File: config.mk
export PLATFORM = sky130hd
export DESIGN_NAME = cordic_iter
export DESIGN_NICKNAME = d
export VERILOG_FILES = /design/src/rtl/cordic_pkg.sv /design/src/rtl/cordic_stage.sv /design/src/rtl/cordic_iter.sv
export SDC_FILE = /design/constraint.sdc
export NUM_CORES = 1
export LEC_CHECK = 0
export ABC_AREA = 1
export CAP_MARGIN = 20
export CORE_ASPECT_RATIO = 1.5
export CORE_MARGIN = 3
export CORE_UTILIZATION = 40
export CTS_CLUSTER_DIAMETER = 30
export CTS_CLUSTER_SIZE = 16
export DETAILED_ROUTE_END_ITERATION = 12
export DONT_BUFFER_PORTS = 1
export MAX_ROUTING_LAYER = met4
export PLACE_DENSITY = 0.56
export SETUP_SLACK_MARGIN = 0.02
export SYNTH_ARGS = -nofsm -noshare
export SYNTH_HDL_FRONTEND = slang
export SYNTH_SLANG_ARGS = --single-unit
File: constraint.sdc
create_clock -name i_clk -period 5.6 [get_ports i_clk]
set_clock_uncertainty 0.05 [all_clocks]
set_input_delay 0.56 -clock i_clk [delete_from_list [all_inputs] [get_ports i_clk]]
set_output_delay 0.56 -clock i_clk [all_outputs]
set_load 0.02 [all_outputs]
File: src/rtl/cordic_pkg.sv
// Shared constants and FSM encoding for the iterative CORDIC rotation engine.
package cordic_pkg;
    localparam int DATA_W = 32;
    localparam int Z_W    = 33;
    localparam int ADDR_W = 5;

    // CORDIC gain compensation 0.607253 in Q2.30, preloaded into x
    localparam logic signed [DATA_W-1:0] K_INIT = 32'sh26DD3B6A;

    typedef enum logic [1:0] {
        ST_IDLE = 2'd0,
        ST_RUN  = 2'd1,
        ST_DONE = 2'd2
    } state_t;
endpackage

File: src/rtl/cordic_stage.sv
// One combinational CORDIC micro-rotation; direction chosen from the sign of the residual angle.
module cordic_stage
    import cordic_pkg::*;
(
    input  logic signed [DATA_W-1:0] i_x,
    input  logic signed [DATA_W-1:0] i_y,
    input  logic signed [Z_W-1:0]    i_z,
    input  logic        [ADDR_W-1:0] i_idx,
    input  logic        [DATA_W-1:0] i_atan,
    output logic signed [DATA_W-1:0] o_x,
    output logic signed [DATA_W-1:0] o_y,
    output logic signed [Z_W-1:0]    o_z
);
    logic signed [DATA_W-1:0] w_x_sh;
    logic signed [DATA_W-1:0] w_y_sh;
    logic signed [Z_W-1:0]    w_atan;
    logic                     w_neg;

    assign w_x_sh = i_x >>> i_idx;
    assign w_y_sh = i_y >>> i_idx;
    assign w_atan = $signed({1'b0, i_atan});
    assign w_neg  = i_z[Z_W-1];

    // d = -1 when the residual angle is negative, otherwise +1
    assign o_x = w_neg ? (i_x + w_y_sh) : (i_x - w_y_sh);
    assign o_y = w_neg ? (i_y - w_x_sh) : (i_y + w_x_sh);
    assign o_z = w_neg ? (i_z + w_atan) : (i_z - w_atan);
endmodule

File: src/rtl/cordic_iter.sv
// Iterative CORDIC engine: cos(theta), one micro-rotation per clock, atan words from an external ROM.
// Define CORDIC_SIN_OUT_EN to add the o_sin_out port and its output register.
//
// state   | meaning
// IDLE    | waiting for i_start, theta captured on the accepting edge
// RUN     | one micro-rotation per cycle, o_rom_addr = iteration index
// DONE    | results registered, o_done pulses, back to IDLE
module cordic_iter
    import cordic_pkg::*;
#(
    parameter int ITERATIONS = 16
) (
    input  logic                     i_clk,
    input  logic                     i_reset,
    input  logic                     i_start,
    input  logic        [DATA_W-1:0] i_theta,
    output logic                     o_busy,
    output logic                     o_done,
    output logic signed [DATA_W-1:0] o_cos_out,
    output logic        [ADDR_W-1:0] o_rom_addr,
    input  logic        [DATA_W-1:0] i_rom_data
`ifdef CORDIC_SIN_OUT_EN
    ,
    output logic signed [DATA_W-1:0] o_sin_out
`endif
);
    localparam logic [ADDR_W-1:0] LAST_IDX = ADDR_W'(ITERATIONS - 1);

    state_t                   r_state;
    logic signed [DATA_W-1:0] r_x;
    logic signed [DATA_W-1:0] r_y;
    logic signed [Z_W-1:0]    r_z;
    logic        [ADDR_W-1:0] r_idx;
    logic                     r_busy;
    logic                     r_done;
    logic signed [DATA_W-1:0] r_cos;
`ifdef CORDIC_SIN_OUT_EN
    logic signed [DATA_W-1:0] r_sin;
`endif

    logic signed [DATA_W-1:0] w_x_nxt;
    logic signed [DATA_W-1:0] w_y_nxt;
    logic signed [Z_W-1:0]    w_z_nxt;

    cordic_stage u_stage (
        .i_x    (r_x),
        .i_y    (r_y),
        .i_z    (r_z),
        .i_idx  (r_idx),
        .i_atan (i_rom_data),
        .o_x    (w_x_nxt),
        .o_y    (w_y_nxt),
        .o_z    (w_z_nxt)
    );

    always_ff @(posedge i_clk) begin
        if (i_reset) begin
            r_state <= ST_IDLE;
            r_x     <= '0;
            r_y     <= '0;
            r_z     <= '0;
            r_idx   <= '0;
            r_busy  <= 1'b0;
            r_done  <= 1'b0;
            r_cos   <= '0;
`ifdef CORDIC_SIN_OUT_EN
            r_sin   <= '0;
`endif
        end else begin
            case (r_state)
                ST_IDLE: begin
                    r_done <= 1'b0;
                    r_busy <= i_start;
                    if (i_start) begin
                        r_x     <= K_INIT;
                        r_y     <= '0;
                        r_z     <= {i_theta[DATA_W-1], i_theta};
                        r_idx   <= '0;
                        r_state <= ST_RUN;
                    end
                end
                ST_RUN: begin
                    r_busy <= 1'b1;
                    r_x    <= w_x_nxt;
                    r_y    <= w_y_nxt;
                    r_z    <= w_z_nxt;
                    r_idx  <= r_idx + 1'b1;
                    if (r_idx == LAST_IDX) begin
                        r_state <= ST_DONE;
                    end
                end
                ST_DONE: begin
                    // busy stays high through the done cycle; cleared by IDLE next edge
                    r_busy  <= 1'b1;
                    r_done  <= 1'b1;
                    r_cos   <= r_x;
`ifdef CORDIC_SIN_OUT_EN
                    r_sin   <= r_y;
`endif
                    r_state <= ST_IDLE;
                end
                default: begin
                    r_state <= ST_IDLE;
                end
            endcase
        end
    end

    assign o_busy     = r_busy;
    assign o_done     = r_done;
    assign o_cos_out  = r_cos;
    assign o_rom_addr = (r_state == ST_RUN) ? r_idx : '0;
`ifdef CORDIC_SIN_OUT_EN
    assign o_sin_out  = r_sin;
`endif
endmodule

==> flow_metrics.tcl <==
set metrics [dict create \
    clock-sinks 138 \
    drc 0 \
    io_buffers 0 \
    drive_above_1_share 0.05126 \
    rsz0062_at_grt "no" \
    crit_path_max_incr_delay_ns 0.37 \
    post_drt_wl_per_cell_um 18.18 \
    synth_edf_count 0 \
    place.detailed.hpwl_um 45110 \
    synth-main-ff-cell "dfxtp_1" \
    first_global_vias 17520 \
    reg2reg_slack_ns 0.60 \
    rows 89 \
    ys_ff_latch 138 \
    status "finished clean" \
    finalMaxSlewViolations 0 \
    path_class "reg -> reg" \
    cpMostUsedCell "nand2_1" \
    async_flop_share 0 \
    cts_hold_buf 0 \
    grt_use_met2 0.4944 \
    drv_cap 0 \
    finalWeightedCongestion 0.9582 \
    fillers 4418 \
    period_needed_ns 4.996 \
    required_ns 5.90 \
    ant_nets 0 \
    yosysWarnings 0 \
    worst_pin_slew_ns 0.8513 \
    fmax_mhz 200.1 \
    end_kind "register" \
    final_cell_mix "nand2_1 (693), nand3_1 (442), nor2_1 (257)" \
    dieArea_um2 42410 \
    worst_path_max_delay_cell "buf_4" \
    holdCritPathClass "in -> reg" \
    grt.overflow.total 0 \
    syn_inst 2754 \
    ios 106 \
    clockBufferDepth 2 \
    die_w_um 169.1 \
    synth_fp_nets 2933 \
    vias 18060 \
    setup_violations 0 \
    final_common_cell "nand2_1" \
    syn_avg_cell_area_um2 5.799 \
    critical_path.max_fanout 40 \
    dp_cells 3160 \
    grt-busiest-layer "met2" \
    synth_cell_types 51 \
    synth_area_um2 15970 \
    drt-pass1-iter-count 6 \
    cts_tree "yes" \
    cts_root_buf "clkbuf_16" \
    ys_seq_area_frac 0.1730 \
    nNetsFinal 2858 \
    critPathArrivalTime_ns 5.30 \
    clk-insertion-delay-late_ns 0.47 \
    die_h_um 250.7 \
    report.final.hold_viol_count 0 \
    core_um2 39420 \
    grt_use_met1 0.2886 \
    grt_use_total 0.2757 \
    drt_wl_total_um 58070 \
    final_cells 3194 \
    grt_max_degree 72 \
    drt_iter0_drc 1430 \
    cts_max_level 4 \
    post-route-period-util 0.8922 \
    crit_path_start_kind "register" \
    avgViaCountPerCell 5.655 \
    clk_pin_slew_ns 0.08 \
    area_growth_pct 6.048 \
    slew_headroom 0.4253 \
    setup_tns_ns 0 \
    antenna_found_initial 2 \
    cts_buffers 17 \
    grt_pass1_wl_um 90740 \
    grt_use_met3 0.03158 \
    start_util 0.4051 \
]
==> per-stage QoR <==
stage | utilization | cell area, um2 | hold slack, ns | setup WS [ns]
6_report | 0.4296 | 16940 | 0.1052 | 0.6037
5_1_grt | 0.4296 | 16940 | 0.09217 | 0.1218
4_1_cts | 0.4293 | 16920 | 0.08565 | 0.5718
3_5_place_dp | 0.4142 | 16330 | 0.4092 | 0.5933
3_3_place_gp | 0.4142 | 16330 | 0.4076 | 0.6050
2_1_floorplan | - | 15970 | 0.3997 | 1.526
==> repair_timing <==
item | 4_1_cts | 5_1_grt
buffers inserted | 0 | 0
setup endpoints to repair | 0 | 5
endpoints found under the hold margin | 0 | 0
gates resized for setup | 0 | 5
==> synth_stat cells, types with 31 or more instances <==
cell type | n | area (um2)
nand2_1 | 694 | 2605
nand3_1 | 442 | 2212
nor2_1 | 258 | 968.4
a21oi_1 | 229 | 1146
inv_1 | 225 | 844.6
o21ai_0 | 185 | 925.9
dfxtp_1 | 138 | 2763
ha_1 | 109 | 1364
clkbuf_1 | 68 | 255.2
xnor2_1 | 52 | 455.4
xor2_1 | 48 | 420.4
or2_2 | 40 | 250.2
buf_2 | 31 | 155.2
==> layer usage <==
layer  share of wire  wire [um]
met1            0.39      22400
met2            0.51      29860
met3           0.039       2253
met4           0.061       3549
met5               0          0
==> cells by family after synthesis <==
group | Yosys count | share of synthesized area
adder cells (fa/ha/maj) | 112 | 0.08916
AND/OR/NAND/NOR | 1515 | 0.4103
flip-flops | 138 | 0.1730
buffers and inverters | 360 | 0.09010
AO/OA/AOI/OAI | 529 | 0.1826
XOR/XNOR | 100 | 0.05484
==> worst paths after layout <==
check	start	end	depth (start not counted)
hold reg to reg	r_z[28]	r_z[28]	2
setup reg to reg	r_idx[1]	r_x[29]	29
setup / recovery	r_idx[1]	r_x[29]	29
hold / removal	i_reset	r_x[14]	1
==> area by class of cell <==
type                    count  area, um2  share of cell area
diodes                      2      5.005           0.0002955
clock buffers              17      425.4             0.02512
clock inverters            15      171.4             0.01012
inverters                 231      870.8             0.05142
multi-input cells        2256      11780              0.6957
flip-flops and latches    138       2768              0.1634
well taps                 500      625.6             0.03694
repair buffers             35      287.8             0.01699
==> critical path, delay by kind of cell, from the launching register on <==
family	cells	cell delay (ns)
AND/OR/NAND/NOR	15	1.82
buffers and inverters	4	0.55
flip-flops	1	0.35
AO/OA/AOI/OAI	8	1.60
adder cells (fa/ha/maj)	2	0.51
==> registers in the layout, summed over array words and instances, names as in the netlist <==
| register | cells |
|---|---|
| o_busy | 1 |
| o_cos_out | 32 |
| o_done | 1 |
| r_idx | 5 |
| r_state | 2 |
| r_x | 32 |
| r_y | 32 |
| r_z | 33 |
Power is not shown: default switching activity piles up to over one toggle a cycle in this logic, so the estimate is an artifact.
